==> src/rtl/tdm_demux_1x4.sv <==
// Receiving end of the 4:1 TDM link: tracks the slot, steers each valid sample
// into one of four held channel registers, and keeps frame lock.
module tdm_demux_1x4 #(
  parameter int W = 1
) (
  input  logic           clk,
  input  logic           rst,
  input  logic [W-1:0]   d,
  input  logic           v,
  input  logic           sync,
  output logic [4*W-1:0] q,
  output logic [3:0]     o,
  output logic [1:0]     s,
  output logic           frame,
  output logic           locked,
  output logic           err
);

  typedef enum logic {HUNT = 1'b0, LOCK = 1'b1} state_t;

  state_t         state;
  logic [W-1:0]   ch [4];
  logic           frame_ok;

  function automatic logic [3:0] onehot(input logic [1:0] k);
    onehot = 4'b0001 << k;
  endfunction

  assign q = {ch[3], ch[2], ch[1], ch[0]};

  // single registered stage: sample accepted at edge N is visible right after edge N
  always_ff @(posedge clk) begin
    if (rst) begin
      state    <= HUNT;
      s        <= 2'd0;
      o        <= 4'b0000;
      frame    <= 1'b0;
      err      <= 1'b0;
      locked   <= 1'b0;
      frame_ok <= 1'b0;
      for (int k = 0; k < 4; k++) ch[k] <= '0;
    end else begin
      o     <= 4'b0000;
      frame <= 1'b0;
      err   <= 1'b0;
      if (v) begin
        case (state)
          HUNT: begin
            if (sync) begin
              ch[0]    <= d;
              o        <= onehot(2'd0);
              s        <= 2'd1;
              state    <= LOCK;
              locked   <= 1'b1;
              frame_ok <= 1'b1;
            end
          end
          LOCK: begin
            if (sync && (s != 2'd0)) begin
              // early marker: drop the partial frame and restart at channel 0
              err      <= 1'b1;
              ch[0]    <= d;
              o        <= onehot(2'd0);
              s        <= 2'd1;
              frame_ok <= 1'b1;
            end else if (!sync && (s == 2'd0)) begin
              err      <= 1'b1;
              state    <= HUNT;
              locked   <= 1'b0;
              frame_ok <= 1'b0;
            end else begin
              ch[s] <= d;
              o     <= onehot(s);
              s     <= s + 2'd1;
              if (s == 2'd0) frame_ok <= 1'b1;
              if ((s == 2'd3) && frame_ok) frame <= 1'b1;
            end
          end
          default: state <= HUNT;
        endcase
      end
    end
  end

endmodule

==> config.mk <==
export PLATFORM = sky130hd
export DESIGN_NAME = tdm_demux_1x4
export DESIGN_NICKNAME = d
export VERILOG_FILES = /design/src/rtl/tdm_demux_1x4.sv
export SDC_FILE = /design/constraint.sdc
export NUM_CORES = 1
export LEC_CHECK = 0
export ABC_CLOCK_PERIOD_IN_PS = 2029
export BUFFER_PORTS_ARGS = -buffer_cell sky130_fd_sc_hd__buf_2
export CORE_ASPECT_RATIO = 1.5
export CORE_UTILIZATION = 35
export CTS_CLUSTER_SIZE = 30
export DETAILED_ROUTE_END_ITERATION = 7
export HOLD_SLACK_MARGIN = 0.05
export PLACE_DENSITY = 0.63
export SYNTH_ARGS = -nofsm -noshare
export SYNTH_HDL_FRONTEND = slang
export SYNTH_SLANG_ARGS = --single-unit
==> constraint.sdc <==
create_clock -name clk -period 2.03 [get_ports clk]
set_input_delay 0.1015 -clock clk [delete_from_list [all_inputs] [get_ports clk]]
set_output_delay 0.1015 -clock clk [all_outputs]
set_load 0.05 [all_outputs]
# Word level (Yosys, flattened, before mapping)
# Memories as Yosys holds them, arrays and structs flattened.
# Cells that the tools add are included.
dict set report classes {
  addsub 1
  n_mul 0
  n_div 0
  order_cmp 0
  n_eq_ne 6
  n_shift 1
  n_mux 44
  bitwise_logic 4
  n_reduce_logical 13
}
# operator count
set ops {}
lappend ops {{$mux W1} 33}
lappend ops {{$mux W2} 4}
lappend ops {{$mux W4} 2}
lappend ops {{$pmux W4 S2} 1}
lappend ops {{$pmux W1 S2} 3}
lappend ops {{$reduce_and A3 Y1} 2}
lappend ops {{$reduce_or A5 Y1} 1}
lappend ops {{$ne A2 B2 Y1 const B} 2}
lappend ops {{$ne A4 B1 Y1 const B} 1}
lappend ops {{$pmux W2 S2} 1}
lappend ops {{$reduce_and A4 Y1} 1}
lappend ops {{$shl A1 B2 Y4 const A} 1}
lappend ops {{$logic_and A1 B1 Y1} 3}
lappend ops {{$ne A3 B3 Y1 const B} 1}
lappend ops {{$reduce_or A3 Y1} 1}
lappend ops {{$add A2 B1 Y2 const B} 1}
lappend ops {{$eq A2 B2 Y1 const B} 1}
lappend ops {{$logic_not A2 Y1} 1}
lappend ops {{$ne A2 B1 Y1 const B} 1}
lappend ops {{$not A1 Y1} 2}
lappend ops {{$or A1 B1 Y1} 2}
lappend ops {{$reduce_bool A2 Y1} 1}
lappend ops {{$reduce_or A2 Y1} 1}
lappend ops {{$logic_not A1 Y1} 1}
lappend ops {{$reduce_or A1 Y1} 1}
dict set report totals {
  ff_bits 11
  latch_bits 0
  mem_bits_rw 4
  mem_bits_ro 0
  input_bits 5
  out_inout_bits 13
  word_cells 77
  mem_count 1
}
# name depth width rd rd_ports_with_merged_regs wr line
set mem_list {}
lappend mem_list {ch 4 1 4 0 4 22} ;# logic [W-1:0] ch [4];

# Logic depth before layout (Yosys ltp)
dict set report logic_depth {
  ltp_word 10
  depth_mapped 7
  ltp_nobuf 7
}

# Worst setup path after synthesis
# Ideal clock, no wire load.
dict set report synth_timing {
  kind {reg-to-reg}
  from {reg s[0]}
  to {mem ch[1] (enable)}
  setup_time_ns 0.312
  arrival_time_ns 1.963
  required_ns 1.718
  slack_ns -0.245
  stages_incl_launch_ff 7
  path_buffers 0
  period_less_slack_ns 2.275
  path_cell_list {dfxtp_1 inv_1 ha_1 ha_1 and3_1 nand2_1 o21ai_0}
}
# element line
set synth_lines {}
lappend synth_lines {{from (decl)} 13} ;# output logic [1:0] s,
lappend synth_lines {{from (signal assigned)} 74} ;# s <= s + 2'd1;
lappend synth_lines {{to (decl)} 22}

==> flow_summary.ini <==
[route]
vias_per_cell = 5.13
first_pass_iters = 4
final_antenna_net_count = 0
avgRoutedWirePerCell_um = 12.8
drc = 0
wirelength_um = 1430
drtIter0Drc = 15
vias = 569

[synthesis]
synth_area_leader_cell = dfxtp_1
ys_warn_count = 0
yosysMostFrequentCell = dfxtp_1
synth_area_um2 = 793
seq_area_frac_synth_pct = 42.9
synth_top_area_share_pct = 27.8
ys_seq_elements = 15
synth_cells = 75
synth_flop_cell = dfxtp_1
synth_area_per_cell_um2 = 10.6
synth_nets = 87
synth_cell_types = 30
yosys-top-cells-count = dfxtp_1 (11), ha_1 (7), inv_1 (6), buf_4 (5), o21ai_0 (5)
synthTopCellsByArea = dfxtp_1 (28%), edfxtp_1 (15%), ha_1 (11%)
synth_edf_count = 4
async_reset_ff_share_pct = 0

[place]
numPortBuffers = 17
dp.cells = 107
dp_hpwl_um = 1090
globalplace.congestion = 0.824

[clock_network]
cts.path.max_buffers = 2
cts.sinks = 15
htreeDepth = 1
cts_setup_buffers = 0
clkTransAtPathRegs_ns = 0.09
hold_buffers = 0
clock-root-buffer = clkbuf_4
cts_buffers = 3
clk_latency_ns = 0.28
tritoncts = done

[die]
initial_core_util_pct = 38.2
die_w_um = 40.9
die_h_um = 60.3
rows = 20
ioPinCount = 18
core_area_um2 = 2080
die_area_um2 = 2460

[global_routing]
overflow = 0
grt_max_degree = 13
antenna_found_initial = 0
grt_pass1_vias = 490
grt_pass1_wl_um = 2250
grtUsageTotal_pct = 14.1

[timing]
fin_setup_tns_ns = 0
fin_skew_ns = 0.00412
fmax_mhz = 528
relSlewSlack_pct = 73.3
finalHoldViolCount = 0
grt_setup_unrepaired = no
max_slew.worst_pin.slew_ns = 0.397
drv_slew = 0
finalCritPeriodShare_pct = 93.2
setup_viol = 0
min_period_ns = 1.89
holdWs_ns = 0.155

[final_layout]
drive_gt1_share_pct = 36.0
nNetsFinal = 102
fill_cells = 210
final_cells = 111
area_growth_syn_to_layout_pct = 12.6
num_antenna_cells = 0
fin_util_pct = 43.0

[worst_setup_path]
critPathRequiredTime_ns = 2.02
r2r_end = ch[2]
worstPathMaxFanout = 9
crit_path_start = s[1]
worstPathArrival_ns = 1.88
r2r_slack_ns = 0.14
start_kind = flop
crit_path_end = ch[2]
r2r-start = s[1]
crit_path_end_kind = flop
crit_type = reg2reg
reg2regPathDepth = 6

[job]
drv_cap = 0

[power]
powerDensity_nw_per_um2 = 678
p_leak_nw = 0.404
vdd_drop_max_mv = 0.275

[worst_hold_path]
min_path_type = in2reg

[status]
status = completed
==> worst min-delay path by stage <==
stage / start / to / slack [ns] / cells after the start
global route: rst / locked / 0.16 / 2
global placement: sync / o[0] / 0.43 / 2
detailed placement: sync / o[0] / 0.44 / 2
CTS: sync / o[0] / 0.15 / 2
floorplan: sync / o[0] / 0.25 / 1
finish: sync / o[0] / 0.16 / 2
==> layout make-up <==
type / instances / area, um^2 / area share, %
clock inverters: 1 / 5.00 / 0.560
well taps: 22 / 27.5 / 3.08
multi-input cells: 47 / 385 / 43.1
inverters: 6 / 22.5 / 2.52
repair buffers: 17 / 85.1 / 9.52
flip-flops and latches: 15 / 345 / 38.7
clock buffers: 3 / 22.5 / 2.52
==> critical path, stage by stage (launching register included) <==
cell	delay, ns
dfxtp_2	0.42
inv_1	0.09
ha_1	0.25
ha_1	0.35
and3_1	0.20
nand2_1	0.09
o21ai_0	0.20
==> routing by layer <==
layer / global-route usage, % / vias to the layer above / routed length [um]
li1: - / 291 / -
met2: 19.9 / 12 / 747
met4: 11.4 / 0 / 43
met5: 0 / - / 0
met1: 18.1 / 262 / 601
met3: 2.23 / 4 / 33
==> power by group <==
group	switching (W)	leakage [nW]	internal (W)
combinational	0.0000740	0.254	0.0000348
sequential	0.0000122	0.132	0.000319
clock	0.0000930	0.0177	0.0000732
==> sequential cells by signal, summed over array words and instances (netlist names) <==
signal    flops
frame         1
state         1
o             4
locked        1
err           1
frame_ok      1
s             2
ch            4
==> metrics by stage <==
step                      total power, W  cell area, um^2  worst slack (ns)
after CTS                       0.000614              888             0.101
final                           0.000606              893             0.137
after global placement          0.000445              861             0.156
after global routing            0.000644              893            0.0225
after detailed placement        0.000446              861             0.115
after floorplan                 0.000428              796            0.0231
==> placed cells by master (no fill, tap or decap) <==
cell type | Yosys | routed
o21ai_2 | 1 | 1
and3_1 | 3 | 3
o211a_1 | 1 | 1
a211oi_1 | 1 | 1
a311oi_1 | 1 | 1
ha_2 | 0 | 1
nor4_2 | 1 | 1
dfxtp_2 | 0 | 1
nand4b_1 | 1 | 1
clkinv_2 | 0 | 1
nor4b_2 | 1 | 1
buf_2 | 2 | 17
nor3_1 | 1 | 1
a21oi_1 | 3 | 3
inv_1 | 6 | 6
nor4b_4 | 1 | 1
edfxtp_1 | 4 | 4
dfxtp_1 | 11 | 9
nor2_1 | 2 | 2
ha_1 | 7 | 6
o22ai_1 | 1 | 1
dfxtp_4 | 0 | 1
a21o_1 | 1 | 1
o21a_1 | 1 | 1
and2_1 | 3 | 3
nor3b_2 | 2 | 2
nand2b_1 | 1 | 1
a31o_2 | 2 | 2
o21ai_0 | 5 | 5
nand3b_1 | 1 | 1
nand2_1 | 4 | 4
clkbuf_4 | 0 | 3
nor3b_1 | 1 | 1
a32o_1 | 1 | 1
==> cells by family after synthesis <==
logic type               synth area share [%]
AND/OR/NAND/NOR                          21.6
AO/OA/AOI/OAI                            15.6
flip-flops                               42.9
buffers and inverters                    8.83
adder cells (fa/ha/maj)                  11.0
==> repair_timing <==
item / 4_1_cts / 5_1_grt
resized for setup: 0 / 2
endpoints found under the hold margin: 0 / 0
setup endpoints to repair: 0 / 4
Power figures use the tool's default switching activity.
